`config.mk`:
```
export PLATFORM = sky130hd
export DESIGN_NAME = req_arbiter_ctrl
export DESIGN_NICKNAME = d
export VERILOG_FILES = /design/src/rtl/req_arbiter_ctrl.sv
export SDC_FILE = /design/constraint.sdc
export NUM_CORES = 1
export LEC_CHECK = 0
export BUFFER_PORTS_ARGS = -buffer_cell sky130_fd_sc_hd__buf_2
export CORE_MARGIN = 2
export CORE_UTILIZATION = 53
export CTS_CLUSTER_SIZE = 14
export DETAILED_ROUTE_END_ITERATION = 8
export HOLD_SLACK_MARGIN = 0.06
export PLACE_DENSITY_LB_ADDON = 0.2
export RECOVER_POWER = 25
export SLEW_MARGIN = 0
export SYNTH_ARGS = -nofsm -noshare
export SYNTH_HDL_FRONTEND = slang
export SYNTH_SLANG_ARGS = --single-unit
```
`constraint.sdc`:
```
create_clock -name clk -period 4.1 [get_ports clk]
set_input_delay 0.82 -clock clk [delete_from_list [all_inputs] [get_ports clk]]
set_output_delay 0.82 -clock clk [all_outputs]
set_load 0.01 [all_outputs]
```
`src/rtl/req_arbiter_ctrl.sv`:
```
// req_arbiter_ctrl: fixed-priority / round-robin arbiter with a hold-time limit and timeout preemption
module req_arbiter_ctrl #(
    parameter int N_REQ    = 4,
    parameter int MAX_HOLD = 8,
    localparam int ID_W    = $clog2(N_REQ)
) (
    input  logic             clk,
    input  logic             rst,
    input  logic [N_REQ-1:0] req,
    input  logic             rr_en,
    output logic [N_REQ-1:0] grant,
    output logic [ID_W-1:0]  grant_id,
    output logic             grant_valid,
    output logic             preempt
);
    localparam int HW = $clog2(MAX_HOLD + 1);
    localparam logic [0:0] IDLE = 1'b0;
    localparam logic [0:0] BUSY = 1'b1;

    logic [0:0]       state;
    logic [ID_W-1:0]  ptr;
    logic [HW-1:0]    hold_cnt;
    logic             own_req;
    logic             timeout;
    logic [ID_W-1:0]  base;
    logic [N_REQ-1:0] cand;
    logic [ID_W-1:0]  idx;
    logic [ID_W-1:0]  win;
    logic             found;

    // On release or timeout the search restarts just past the outgoing owner
    always_comb begin
        own_req = req[grant_id];
        timeout = hold_cnt == HW'(MAX_HOLD);
        base    = state == BUSY ? grant_id + 1'b1 : ptr;
        cand    = (state == BUSY && own_req) ? req & ~(N_REQ'(1) << grant_id) : req;
        win     = '0;
        found   = 1'b0;
        idx     = '0;
        for (int i = 0; i < N_REQ; i++) begin
            idx = rr_en ? base + ID_W'(i) : ID_W'(i);
            if (!found && cand[idx]) begin
                found = 1'b1;
                win   = idx;
            end
        end
    end

    always_ff @(posedge clk) begin
        if (rst) begin
            state       <= IDLE;
            ptr         <= '0;
            hold_cnt    <= '0;
            grant       <= '0;
            grant_id    <= '0;
            grant_valid <= 1'b0;
            preempt     <= 1'b0;
        end else if (state == IDLE) begin
            preempt <= 1'b0;
            if (found) begin
                state       <= BUSY;
                hold_cnt    <= HW'(1);
                grant       <= N_REQ'(1) << win;
                grant_id    <= win;
                grant_valid <= 1'b1;
            end
        end else if (own_req && !timeout) begin
            hold_cnt <= hold_cnt + 1'b1;
            preempt  <= 1'b0;
        end else begin
            ptr      <= grant_id + 1'b1;
            hold_cnt <= HW'(1);
            if (found) begin
                grant    <= N_REQ'(1) << win;
                grant_id <= win;
                preempt  <= own_req;
            end else if (own_req) begin
                preempt <= 1'b0;
            end else begin
                state       <= IDLE;
                hold_cnt    <= '0;
                grant       <= '0;
                grant_id    <= '0;
                grant_valid <= 1'b0;
                preempt     <= 1'b0;
            end
        end
    end
endmodule

```
==> reports/qor.csv, run 1 <==
stage;metric;value;unit
status;outcome;completed;
route;vias per cell;6.16;
global_route;GRT overflow;0;
clock_tree;Post-CTS Setup Bufs;0;
power_and_ir_drop;Comb power frac;32.1;%
worst_setup_path;Worst EP arrival;2.72;ns
power_and_ir_drop;internal power;250;uW
worst_setup_path;R2R depth;7;
timing;minimum hold slack;0.485;ns
placed_design;dpl hpwl;1860;um
route;uppermost routed layer;met4;
floorplanning;row cnt;16;
worst_setup_path;Largest stage delay, worst path;0.68;ns
hold_path;HP Class;flop to flop;
timing;# setup viols final;0;
logic_synthesis;syn avg cell area;8.91;um^2
placed_design;RD Place Congestion;0.944;
worst_setup_path;Critical Path RT;4.29;ns
layout;Area Overhead vs Synth;7.35;%
logic_synthesis;most common cell in the netlist;dfxtp_1;
power_and_ir_drop;pwr dens;313;nW/um^2
placed_design;# port buffers;14;
floorplanning;IO Pins;15;
logic_synthesis;mapped cell area;1140;um^2
global_route;vias in the first global route;988;
worst_setup_path;Worst path depth;7;
clock_tree;CTS tree;built;
route;Final ANT Viol Nets;0;
worst_setup_path;Worst Path Max Fanout;12;
logic_synthesis;sequential share of the synthesized area;26.3;%
logic_synthesis;asr flop ratio synth;0;%
layout;share of layout cells above drive strength 1;17.1;%
timing;Clock Skew;0.00651;ns
route;Vias;1029;
logic_synthesis;Synth Warn #;0;
timing;RSZ-0062 raised after global routing;false;
clock_tree;CTS sink count;15;
global_route;Tot GR Track Use;22.0;%
clock_tree;cts repair resizes;0;
floorplanning;die extent in y;50.4;um
route;DR WL/cell;14.7;um
worst_setup_path;CP max stage cell;dfxtp_1;
hold_path;Hold Crit Depth;1;
clock_tree;Skew-Pair Late Insertion Delay;0.29;ns
worst_setup_path;worst path bufs/invs;1;
clock_tree;CTS clock-pin slew for the worst setup and hold paths;0.09;ns
global_route;pin count of the biggest net entering global routing;20;
route;metal3 WL;141;um
worst_setup_path;Worst setup SP type;flop;
layout;Multi-input gate area;767;um^2
route;Initial DRC Count;44;
timing;Slew Viols, Final;0;
route;M1 WL;1200;um
clock_tree;CTS Buf Count;3;
floorplanning;CORE AREA;2000;um^2
clock_tree;CTS root buffer;clkbuf_4;
timing;fin crit period;2.53;ns
worst_setup_path;top cell family by delay on the critical path;compound AO/OA/AOI/OAI gates;
timing;Slew @ Worst Pin;0.602;ns
layout;Seq. cell area;300;um^2
timing;headroom to the max-slew limit;59.8;%
logic_synthesis;Gate Count Post-Synth;128;
job;max cap viols;0;
timing;Fmax;395;MHz
route;DR pass1 iterations;4;
clock_tree;H-tree depth;1;
timing;Setup TNS;0;ns
power_and_ir_drop;P_leak;0.000503;uW
clock_tree;CTS max path bufs;2;
layout;Fillers;191;
clock_tree;Hold Buf Count CTS;0;
global_route;first-pass GRT wire length;4350;um
logic_synthesis;ranking of synthesized cells by area;dfxtp_1, ha_1, nor2_1;
worst_setup_path;Critical Path End Type;flop;
power_and_ir_drop;register share of total power;45.9;%
layout;Inserted Diodes;0;
floorplanning;DIE AREA;2540;um^2
logic_synthesis;Commonest cells post-synth;dfxtp_1, nor2_1, inv_1, nand2_1;
timing;fin crit share;61.7;%
floorplanning;Die Wd;50.4;um
global_route;antenna violations before repair;0;
worst_setup_path;crit path from;grant_id[0]$_SDFFE_PP0P_;
worst_setup_path;Reg-to-Reg Start;grant_id[0]$_SDFFE_PP0P_;
worst_setup_path;Cell Chain, Critical Path;inv_1, ha_1, mux2i_1, nor2b_1, o21ai_0, a221o_1, a32o_1;
power_and_ir_drop;peak supply drop;0.183;mV
logic_synthesis;count of cell types in the netlist;54;
route;DR DRC count;0;
logic_synthesis;Synth Flop Type;dfxtp_1;
logic_synthesis;Post-synth EDFFs;0;
route;Detailed Route WL;2460;um
floorplanning;Initial Util;57.0;%
power_and_ir_drop;switching power of the nets;133;uW
route;met2 WL;1120;um
logic_synthesis;area share of the largest cell type after synthesis;26.3;%
logic_synthesis;Syn Nets;141;
logic_synthesis;Synth area leader;dfxtp_1;
layout;Final nets;154;
power_and_ir_drop;part of the power in the clock network;21.9;%
power_and_ir_drop;Switching Fraction;34.8;%
logic_synthesis;Yosys reg bits;15;
power_and_ir_drop;Final Power;383;uW
worst_setup_path;Setup Crit Path Kind;flop to flop;
hold_path;min-delay src;grant[3]$_SDFFE_PP0P_;
timing;Hold Vio Cnt, Final;0;
[stage by stage]
| step | worst slack (ns) | cells | instance area (um^2) | utilization, % |
|---|---|---|---|---|
| 2_1_floorplan | 1.84 | 128 | 1140 | - |
| 3_3_place_gp | 1.58 | 163 | 1200 | 60.2 |
| 3_5_place_dp | 1.55 | 163 | 1200 | 60.2 |
| 4_1_cts | 1.56 | 167 | 1230 | 61.5 |
| 5_1_grt | 1.37 | 167 | 1220 | 61.2 |
| 6_report | 1.57 | 167 | 1220 | 61.2 |
[state kept, by name (all words and copies together) (netlist names)]
name and cells:
grant_id 2, preempt 1, state 1, ptr 2
hold_cnt 4, grant_valid 1, grant 4
[power by group through the flow]
stage / Sequential (uW) / Combinational [uW] / Clock, uW
6_report: 176 / 123 / 84.0
3_3_place_gp: 179 / 121 / 0
3_5_place_dp: 179 / 123 / 0
4_1_cts: 176 / 124 / 86.1
5_1_grt: 179 / 137 / 89.6
2_1_floorplan: 172 / 102 / 0
[cell usage in the layout (no fill, tap or decap), drive strengths merged, types with 2 or more instances in the layout]
cell type  instances
dfxtp             15
nor2              10
inv                9
buf                9
clkbuf             9
nand2              7
o21ai              7
a21oi              6
ha                 6
nand3b             4
mux2i              4
nand3              3
o21a               3
a32o               3
o22ai              3
nor2b              2
or2                2
and3               2
a311oi             2
a31oi              2
xnor2              2
o211ai             2
mux2               2
nor3               2
[kinds of logic after synthesis]
group / share of synthesized area (%)
muxes: 6.91
xor gates and xnor gates: 1.54
and+or+nand+nor: 20.1
buffers and inverters: 6.47
AOI/OAI and AO/OA: 32.1
adders and majority gates: 6.58
DFF: 26.3
[final timing paths]
kind,end,slack (ns)
max,grant[2]$_SDFFE_PP0P_,1.57
min,grant[3]$_SDFFE_PP0P_,0.49
max reg2reg,grant[2]$_SDFFE_PP0P_,1.57
min reg2reg,grant[3]$_SDFFE_PP0P_,0.49
[per-layer routing]
layer / vias up / GRT usage [%]
met5: - / 0
met4: 0 / 5.41
met3: 2 / 5.95
met2: 28 / 36.2
met1: 484 / 28.5
li1: 515 / -
[final cells by class]
cell class,instances,share of cell area [%]
inverters,9,2.76
multi-input cells,98,62.6
clock buffers,4,2.15
well taps,27,2.76
flip-flops and latches,15,24.5
repair buffers,14,5.21
[worst reg2reg max path, delay by kind of cell, from the launching register on]
family | cells | cell delay [ns]
multiplexers | 1 | 0.10
adder cells (fa/ha/maj) | 1 | 0.41
flip-flops | 1 | 0.68
AO/OA/AOI/OAI | 3 | 0.80
AND/OR/NAND/NOR | 1 | 0.28
buffers and inverters | 1 | 0.16
(Power assumes the default switching activity.)
==> run 2: changes to the inputs <==
--- a/config.mk
+++ b/config.mk
@@ -5,9 +5,10 @@
 export SDC_FILE = /design/constraint.sdc
 export NUM_CORES = 1
 export LEC_CHECK = 0
+export ABC_AREA = 1
 export BUFFER_PORTS_ARGS = -buffer_cell sky130_fd_sc_hd__buf_2
 export CORE_MARGIN = 2
-export CORE_UTILIZATION = 53
+export CORE_UTILIZATION = 50
 export CTS_CLUSTER_SIZE = 14
 export DETAILED_ROUTE_END_ITERATION = 8
 export HOLD_SLACK_MARGIN = 0.06
==> constraint.sdc (replaced) <==
create_clock -name clk -period 2.32 [get_ports clk]
set_input_delay 0.464 -clock clk [delete_from_list [all_inputs] [get_ports clk]]
set_output_delay 0.464 -clock clk [all_outputs]
set_load 0.01 [all_outputs]
==> run 2 against run 1 <==
Largest cell class unchanged. Routed wire length increased by 8.5%. Clock power rose by 70%. Utilization is 2.1 points higher. Final cell count is 29% higher. Die area up 2.0%. Highest routed layer unchanged. Sequential cell count stayed put. Worst setup slack got worse by 1.4 ns. Clock-buffer cell count unchanged. Synthesized cell count increased by 30%. Critical path depth up 7.
==> reports/qor.csv, run 2 <==
stage;metric;value;unit;change
route;vias per cell;5.62;;-8.7%
timing;# setup viols final;0;;unchanged
power_and_ir_drop;P_leak;0.000607;uW;+21%
clock_tree;CTS clock-pin slew for the worst setup and hold paths;0.08;ns;about the same
hold_path;Worst Hold End;grant[3]$_SDFFE_PP0P_;;
timing;Slew @ Worst Pin;0.273;ns;-0.329 ns
logic_synthesis;Yosys reg bits;15;;unchanged
worst_setup_path;flop2flop setup slack;0.15;ns;-1.42 ns
worst_setup_path;Setup Crit Path Kind;flop to flop;;
floorplanning;row cnt;16;;unchanged
clock_tree;CTS root buffer;clkbuf_4;;
floorplanning;IO Pins;15;;unchanged
worst_setup_path;Worst Path Max Fanout;6;;-6
logic_synthesis;count of cell types in the netlist;24;;-56%
route;DR WL/cell;12.4;um;-16%
worst_setup_path;most frequent CP cell;nand2_1;;
layout;Area Overhead vs Synth;16.3;%;
logic_synthesis;sequential share of the synthesized area;27.3;%;+0.99 points
placed_design;dpl hpwl;2010;um;+8.0%
route;Final ANT Viol Nets;0;;unchanged
floorplanning;DIE AREA;2590;um^2;+2.0%
clock_tree;CTS Buf Count;3;;unchanged
route;Vias;1209;;+17%
layout;most common cell after layout, fill and taps aside;nand2_1;;
power_and_ir_drop;pwr dens;1300;nW/um^2;+310%
worst_setup_path;Worst setup SP type;flop;;
worst_setup_path;Worst EP arrival;2.38;ns;-0.34 ns
timing;Clock Skew;0.00170;ns;-0.00482 ns
timing;Hold Vio Cnt, Final;0;;unchanged
timing;Fmax;461;MHz;+17%
job;max cap viols;0;;unchanged
logic_synthesis;Post-synth EDFFs;0;;unchanged
worst_setup_path;Critical Path RT;2.53;ns;-1.76 ns
power_and_ir_drop;Final Power;1660;uW;+330%
route;Initial DRC Count;50;;+14%
clock_tree;CTS max path bufs;2;;unchanged
clock_tree;Skew-Pair Late Insertion Delay;0.28;ns;about the same
floorplanning;Die Wd;50.9;um;+0.99%
route;DR DRC count;0;;unchanged
logic_synthesis;mapped cell area;1100;um^2;-3.6%
timing;minimum hold slack;0.463;ns;-0.0217 ns
worst_setup_path;Critical Path End Type;flop;;
clock_tree;CTS tree;built;;
placed_design;# port buffers;14;;unchanged
clock_tree;Hold Buf Count CTS;0;;unchanged
layout;most frequent cells in the layout;nand2_1, nand3_1, a21oi_1, dfxtp_1, inv_1;;
logic_synthesis;ranking of synthesized cells by area;dfxtp_1, nand2_1, nand3_1;;
route;DR pass1 iterations;4;;unchanged
timing;fin crit period;2.17;ns;-0.360 ns
worst_setup_path;Reg-to-Reg Start;grant_id[1]$_SDFFE_PP0P_;;
logic_synthesis;Synth area leader;dfxtp_1;;
floorplanning;Initial Util;54.4;%;-2.6 points
clock_tree;CTS sink count;15;;unchanged
logic_synthesis;syn avg cell area;6.59;um^2;-26%
hold_path;Hold Crit Depth;2;;+1
hold_path;min-delay src;grant[3]$_SDFFE_PP0P_;;
global_route;antenna violations before repair;0;;unchanged
logic_synthesis;Syn Nets;180;;+28%
status;outcome;completed;;
logic_synthesis;Synth Flop Type;dfxtp_1;;
logic_synthesis;area share of the largest cell type after synthesis;27.3;%;+0.99 points
power_and_ir_drop;peak supply drop;0.724;mV;+300%
layout;final core utilization;63.2;%;+2.1 points
logic_synthesis;asr flop ratio synth;0;%;unchanged
global_route;GRT overflow;0;;unchanged
layout;share of layout cells above drive strength 1;21.3;%;+4.1 points
worst_setup_path;worst r2r dst;grant_id[1]$_SDFFE_PP0P_;;
layout;Fillers;195;;+2.1%
placed_design;RD Place Congestion;0.876;;-7.2%
logic_synthesis;Synth Warn #;0;;unchanged
timing;fin crit share;93.6;%;+32 points
global_route;vias in the first global route;1060;;+7.3%
layout;Inserted Diodes;0;;unchanged
logic_synthesis;Commonest cells post-synth;nand2_1, nand3_1, a21oi_1, dfxtp_1, inv_1;;
global_route;pin count of the biggest net entering global routing;13;;-35%
timing;Slew Viols, Final;0;;unchanged
layout;Final nets;202;;+31%
worst_setup_path;Largest stage delay, worst path;0.33;ns;-0.35 ns
layout;top flop regs;grant x4, hold_cnt x4;;
worst_setup_path;CP max stage cell;dfxtp_1;;
global_route;first-pass GRT wire length;4550;um;+4.6%
floorplanning;CORE AREA;2020;um^2;+1.0%
logic_synthesis;Gate Count Post-Synth;167;;+30%
logic_synthesis;most common cell in the netlist;nand2_1;;
timing;headroom to the max-slew limit;81.7;%;+22 points
hold_path;HP Class;flop to flop;;
global_route;Tot GR Track Use;22.9;%;+0.94 points
worst_setup_path;Cell Chain, Critical Path;inv_1, ha_1, nand2_1, o21ai_4, nand2_4, a22oi_4, nand3_2, nand2_2, nand2_1, nor2_1, nand3_1, nand2_2, nand2_1, a21oi_2;;
timing;RSZ-0062 raised after global routing;true;;
worst_setup_path;R2R depth;14;;+7
clock_tree;H-tree depth;1;;unchanged
route;Detailed Route WL;2670;um;+8.5%
timing;Setup TNS;0;ns;unchanged
floorplanning;die extent in y;50.9;um;+0.99%
run 2: changes by cell type in the layout (fill, tap and decap cells not counted), moves of 5 or more:
cell     previous run  this run
nand4_1             0         8
a21oi_1             6        14
nand2_2             0         5
buf_4               0         5
nand2_1             7        48
inv_2               0         5
nand3_1             3        27
run 2: power by group:
| group | switching [uW] | total (uW) | leakage, uW | internal, uW |
|---|---|---|---|---|
| sequential | 48.4 | 379 | 0.000123 | 330 |
| clock | 76.1 | 143 | 0.0000150 | 66.7 |
| combinational | 747 | 1140 | 0.000469 | 388 |
run 2: worst max-delay path: cells and delay by family, from the launching register on:
kind / cells / cell delay, ns
flops: 1 / 0.33
fa+ha+maj: 1 / 0.29
simple gates: 9 / 0.88
compound gates: 3 / 0.51
buf+inv: 1 / 0.08
run 2: routing by layer:
layer  vias to the layer above  wire length, um  global-route usage (%)
met5                         -                0                       0
met4                         0                5                    4.50
met3                         2              194                    6.43
met2                        48             1220                    36.4
met1                       552             1250                    31.0
li1                        607                -                       -
run 2: kinds of logic after synthesis:
kind of cell	count (synthesis)	synth area share [%]
buf+inv	19	6.60
fa+ha+maj	6	6.83
compound gates	24	14.2
simple gates	102	44.3
flops	15	27.3
xor+xnor	1	0.797
run 2: worst max-delay path by stage:
stage | from | endpoint | slack [ns] | cells past startpoint
floorplan | grant_id[0]$_SDFFE_PP0P_ | grant[0]$_SDFFE_PP0P_ | 0.16 | 16
global placement | grant_id[1]$_SDFFE_PP0P_ | grant_id[1]$_SDFFE_PP0P_ | 0.15 | 15
detailed placement | grant_id[1]$_SDFFE_PP0P_ | grant_id[1]$_SDFFE_PP0P_ | 0.12 | 15
CTS | grant_id[1]$_SDFFE_PP0P_ | grant_id[1]$_SDFFE_PP0P_ | 0.10 | 15
global route | grant_id[1]$_SDFFE_PP0P_ | grant[3]$_SDFFE_PP0P_ | -0.02 | 14
finish | grant_id[1]$_SDFFE_PP0P_ | grant_id[1]$_SDFFE_PP0P_ | 0.15 | 14
run 2: cell type report:
cell class,instances,area [um^2],share of cell area [%]
Sequential cell,15,302,23.6
Multi-Input combinational cell,133,751,58.7
Inverter,17,63.8,4.99
Tap cell,27,33.8,2.64
Clock buffer,4,26.3,2.05
Timing Repair Buffer,19,103,8.02
run 2: what timing repair did:
item	in CTS	in global routing
setup endpoints to repair	0	10
buffers inserted	0	1
gates resized for setup	0	4
run 2: through the flow:
| stage | worst slack [ns] | std cells | instance area [um^2] |
|---|---|---|---|
| 2_1_floorplan | 0.155 | 167 | 1100 |
| 3_3_place_gp | 0.148 | 210 | 1220 |
| 3_5_place_dp | 0.118 | 210 | 1220 |
| 4_1_cts | 0.101 | 214 | 1250 |
| 5_1_grt | -0.0246 | 215 | 1280 |
| 6_report | 0.148 | 215 | 1280 |
==> run 3: changes to the inputs <==
--- a/config.mk
+++ b/config.mk
@@ -7,6 +7,7 @@
 export LEC_CHECK = 0
 export ABC_AREA = 1
 export BUFFER_PORTS_ARGS = -buffer_cell sky130_fd_sc_hd__buf_2
+export CORE_ASPECT_RATIO = 0.6
 export CORE_MARGIN = 2
 export CORE_UTILIZATION = 50
 export CTS_CLUSTER_SIZE = 14
==> run 3 against run 2 <==
Largest power group unchanged. Routed wire length grew 1.9%. Sequential power up 2%. Final cell count increased by 1.4%. Clock-buffer cell count did not move. Via count decreased by 1.4%. Design area is 1.8% higher. Power increased by 3.5%. Worst setup slack lost 0.019 ns. Critical path type unchanged. Global-route usage decreased by 1.2 points.
==> reports/qor.csv, run 3 (synthesis gave the netlist of run 2 again) <==
stage;metric;value;unit;change
status;outcome;completed;;
route;Final ANT Viol Nets;0;;unchanged
global_route;met3 usage;6.74;%;+0.31 points
timing;headroom to the max-slew limit;81.4;%;-0.34 points
worst_setup_path;Largest stage delay, worst path;0.34;ns;about the same
route;vias per cell;5.47;;-2.8%
clock_tree;CTS root buffer;clkbuf_4;;
timing;fin crit period;2.19;ns;+0.0190 ns
layout;Inserted Diodes;0;;unchanged
layout;design area;1300;um^2;+1.8%
route;Initial DRC Count;118;;+140%
worst_setup_path;most frequent CP cell;nand2_1;;
layout;most frequent cells in the layout;nand2_1, nand3_1, a21oi_1;;
floorplanning;die extent in y;40.3;um;-21%
floorplanning;DIE AREA;2600;um^2;+0.47%
layout;share of layout cells above drive strength 1;21.3;%;unchanged
power_and_ir_drop;peak supply drop;0.706;mV;-2.4%
global_route;vias in the first global route;931;;-12%
clock_tree;Skew-Pair Late Insertion Delay;0.28;ns;about the same
worst_setup_path;Reg-to-Reg Start;grant_id[1]$_SDFFE_PP0P_;;
worst_setup_path;CP max stage cell;dfxtp_2;;
floorplanning;row cnt;13;;-3
placed_design;RD Place Congestion;0.943;;+7.6%
timing;# setup viols final;0;;unchanged
route;DR DRC count;0;;unchanged
route;DR pass1 iterations;4;;unchanged
layout;Final nets;202;;unchanged
floorplanning;IO Pins;15;;unchanged
timing;Hold Vio Cnt, Final;0;;unchanged
global_route;GRT overflow;0;;unchanged
worst_setup_path;flop2flop setup slack;0.13;ns;-0.02 ns
placed_design;area post-placement;1230;um^2;+0.31%
route;DR WL/cell;12.5;um;+0.55%
clock_tree;CTS sink count;15;;unchanged
floorplanning;Die Wd;64.5;um;+27%
layout;Non-Filler Instances;218;;+1.4%
timing;Slew Viols, Final;0;;unchanged
hold_path;HP Class;flop to flop;;
layout;Area Overhead vs Synth;18.3;%;
worst_setup_path;Critical Path End Type;flop;;
worst_setup_path;CP endpoint;grant[3]$_SDFFE_PP0P_;;
placed_design;dpl hpwl;2130;um;+5.9%
global_route;pin count of the biggest net entering global routing;13;;unchanged
clock_tree;H-tree depth;1;;unchanged
global_route;first-pass GRT wire length;4150;um;-8.7%
worst_setup_path;crit path from;grant_id[1]$_SDFFE_PP0P_;;
placed_design;# port buffers;14;;unchanged
timing;Fmax;457;MHz;-0.87%
timing;Clock Skew;0.000599;ns;-0.00110 ns
clock_tree;Hold Buf Count CTS;0;;unchanged
worst_setup_path;Worst Path Max Fanout;6;;unchanged
timing;fin crit share;94.4;%;+0.82 points
worst_setup_path;Critical Path RT;2.54;ns;about the same
global_route;antenna violations before repair;0;;unchanged
global_route;Tot GR Track Use;21.7;%;-1.2 points
worst_setup_path;R2R depth;15;;+1
global_route;global routing usage on met2;33.3;%;-3.0 points
power_and_ir_drop;P_leak;0.000603;uW;-0.78%
worst_setup_path;worst r2r dst;grant[3]$_SDFFE_PP0P_;;
clock_tree;CTS max path bufs;2;;unchanged
power_and_ir_drop;pwr dens;1320;nW/um^2;+1.7%
worst_setup_path;Setup Crit Path Kind;flop to flop;;
global_route;grt met1 use;31.0;%;about the same
clock_tree;CTS clock-pin slew for the worst setup and hold paths;0.08;ns;about the same
clock_tree;CTS Buf Count;3;;unchanged
clock_tree;CTS tree;built;;
job;max cap viols;0;;unchanged
route;Vias;1192;;-1.4%
floorplanning;CORE AREA;2110;um^2;+4.6%
timing;Slew @ Worst Pin;0.278;ns;+0.00511 ns
floorplanning;Initial Util;52.0;%;-2.4 points
worst_setup_path;Worst EP arrival;2.41;ns;+0.03 ns
worst_setup_path;Cell Chain, Critical Path;inv_1, ha_4, nand2_2, o21ai_4, nand2_4, inv_2, o2bb2ai_4, nand3_1, nand2_2, nand4_1, nand2_1, nand2_1, nor2_2, nand2_1, a21oi_1;;
layout;Fillers;218;;+12%
route;Detailed Route WL;2720;um;+1.9%
global_route;global routing's busiest layer;met2;;
placed_design;Cells after DPL;213;;+1.4%
layout;most common cell after layout, fill and taps aside;nand2_1;;
worst_setup_path;Worst setup SP type;flop;;
layout;top flop regs;grant x4, hold_cnt x4;;
==> run 3: final cells by class <==
class | count | area [um^2] | share of cell area, %
multi-input combinational | 133 | 771 | 59.2
sequential | 15 | 302 | 23.2
timing repair buffer | 19 | 101 | 7.79
inverter | 17 | 63.8 | 4.90
tap | 30 | 37.5 | 2.88
clock buffer | 4 | 26.3 | 2.02
==> run 3: worst min-delay path by stage <==
stage / startpoint / to / slack (ns) / cells past startpoint
6_report: grant[3]$_SDFFE_PP0P_ / grant[3]$_SDFFE_PP0P_ / 0.47 / 2
4_1_cts: grant[3]$_SDFFE_PP0P_ / grant[3]$_SDFFE_PP0P_ / 0.47 / 2
5_1_grt: grant[2]$_SDFFE_PP0P_ / grant[2]$_SDFFE_PP0P_ / 0.49 / 2
3_5_place_dp: grant[3]$_SDFFE_PP0P_ / grant[3]$_SDFFE_PP0P_ / 0.46 / 2
2_1_floorplan: ptr[1]$_SDFFE_PP0P_ / ptr[1]$_SDFFE_PP0P_ / 0.45 / 2
3_3_place_gp: grant[0]$_SDFFE_PP0P_ / grant[0]$_SDFFE_PP0P_ / 0.45 / 2
==> run 3: what timing repair did <==
| action | 4_1_cts | 5_1_grt |
|---|---|---|
| hold endpoints to repair | 0 | 0 |
| setup endpoints to repair | 0 | 10 |
| buffers inserted | 0 | 1 |
| gates resized for setup | 0 | 6 |
==> run 3: metrics by stage <==
stage	total power [uW]	worst slack [ns]	TNS (ns)	hold WS (ns)	utilization [%]
after detailed placement	1460	0.0388	0	0.462	58.1
after global routing	1860	-0.0451	-0.0933	0.492	61.5
after CTS	1610	0.0165	0	0.474	59.3
after global placement	1430	0.133	0	0.454	58.1
after floorplan	1190	0.155	0	0.448	-
final	1720	0.129	0	0.474	61.5
==> run 3: per-layer routing <==
| layer | share of wire [%] | vias to the layer above | routed length, um |
|---|---|---|---|
| li1 | - | 601 | - |
| met1 | 50 | 543 | 1350 |
| met2 | 42 | 48 | 1140 |
| met3 | 8.5 | 0 | 230 |
| met4 | 0 | 0 | 0 |
| met5 | 0 | - | 0 |
==> run 3: worst max-delay path, delay by kind of cell (launching register included) <==
family | cells | cell delay [ns]
simple gates | 9 | 0.97
fa+ha+maj | 1 | 0.23
flops | 1 | 0.34
compound gates | 3 | 0.38
buf+inv | 2 | 0.22
==> run 3: power by group <==
part / switching [uW] / leakage (uW) / internal (uW)
logic: 774 / 0.000464 / 412
registers: 53.3 / 0.000124 / 331
clock network: 78.0 / 0.0000150 / 66.7
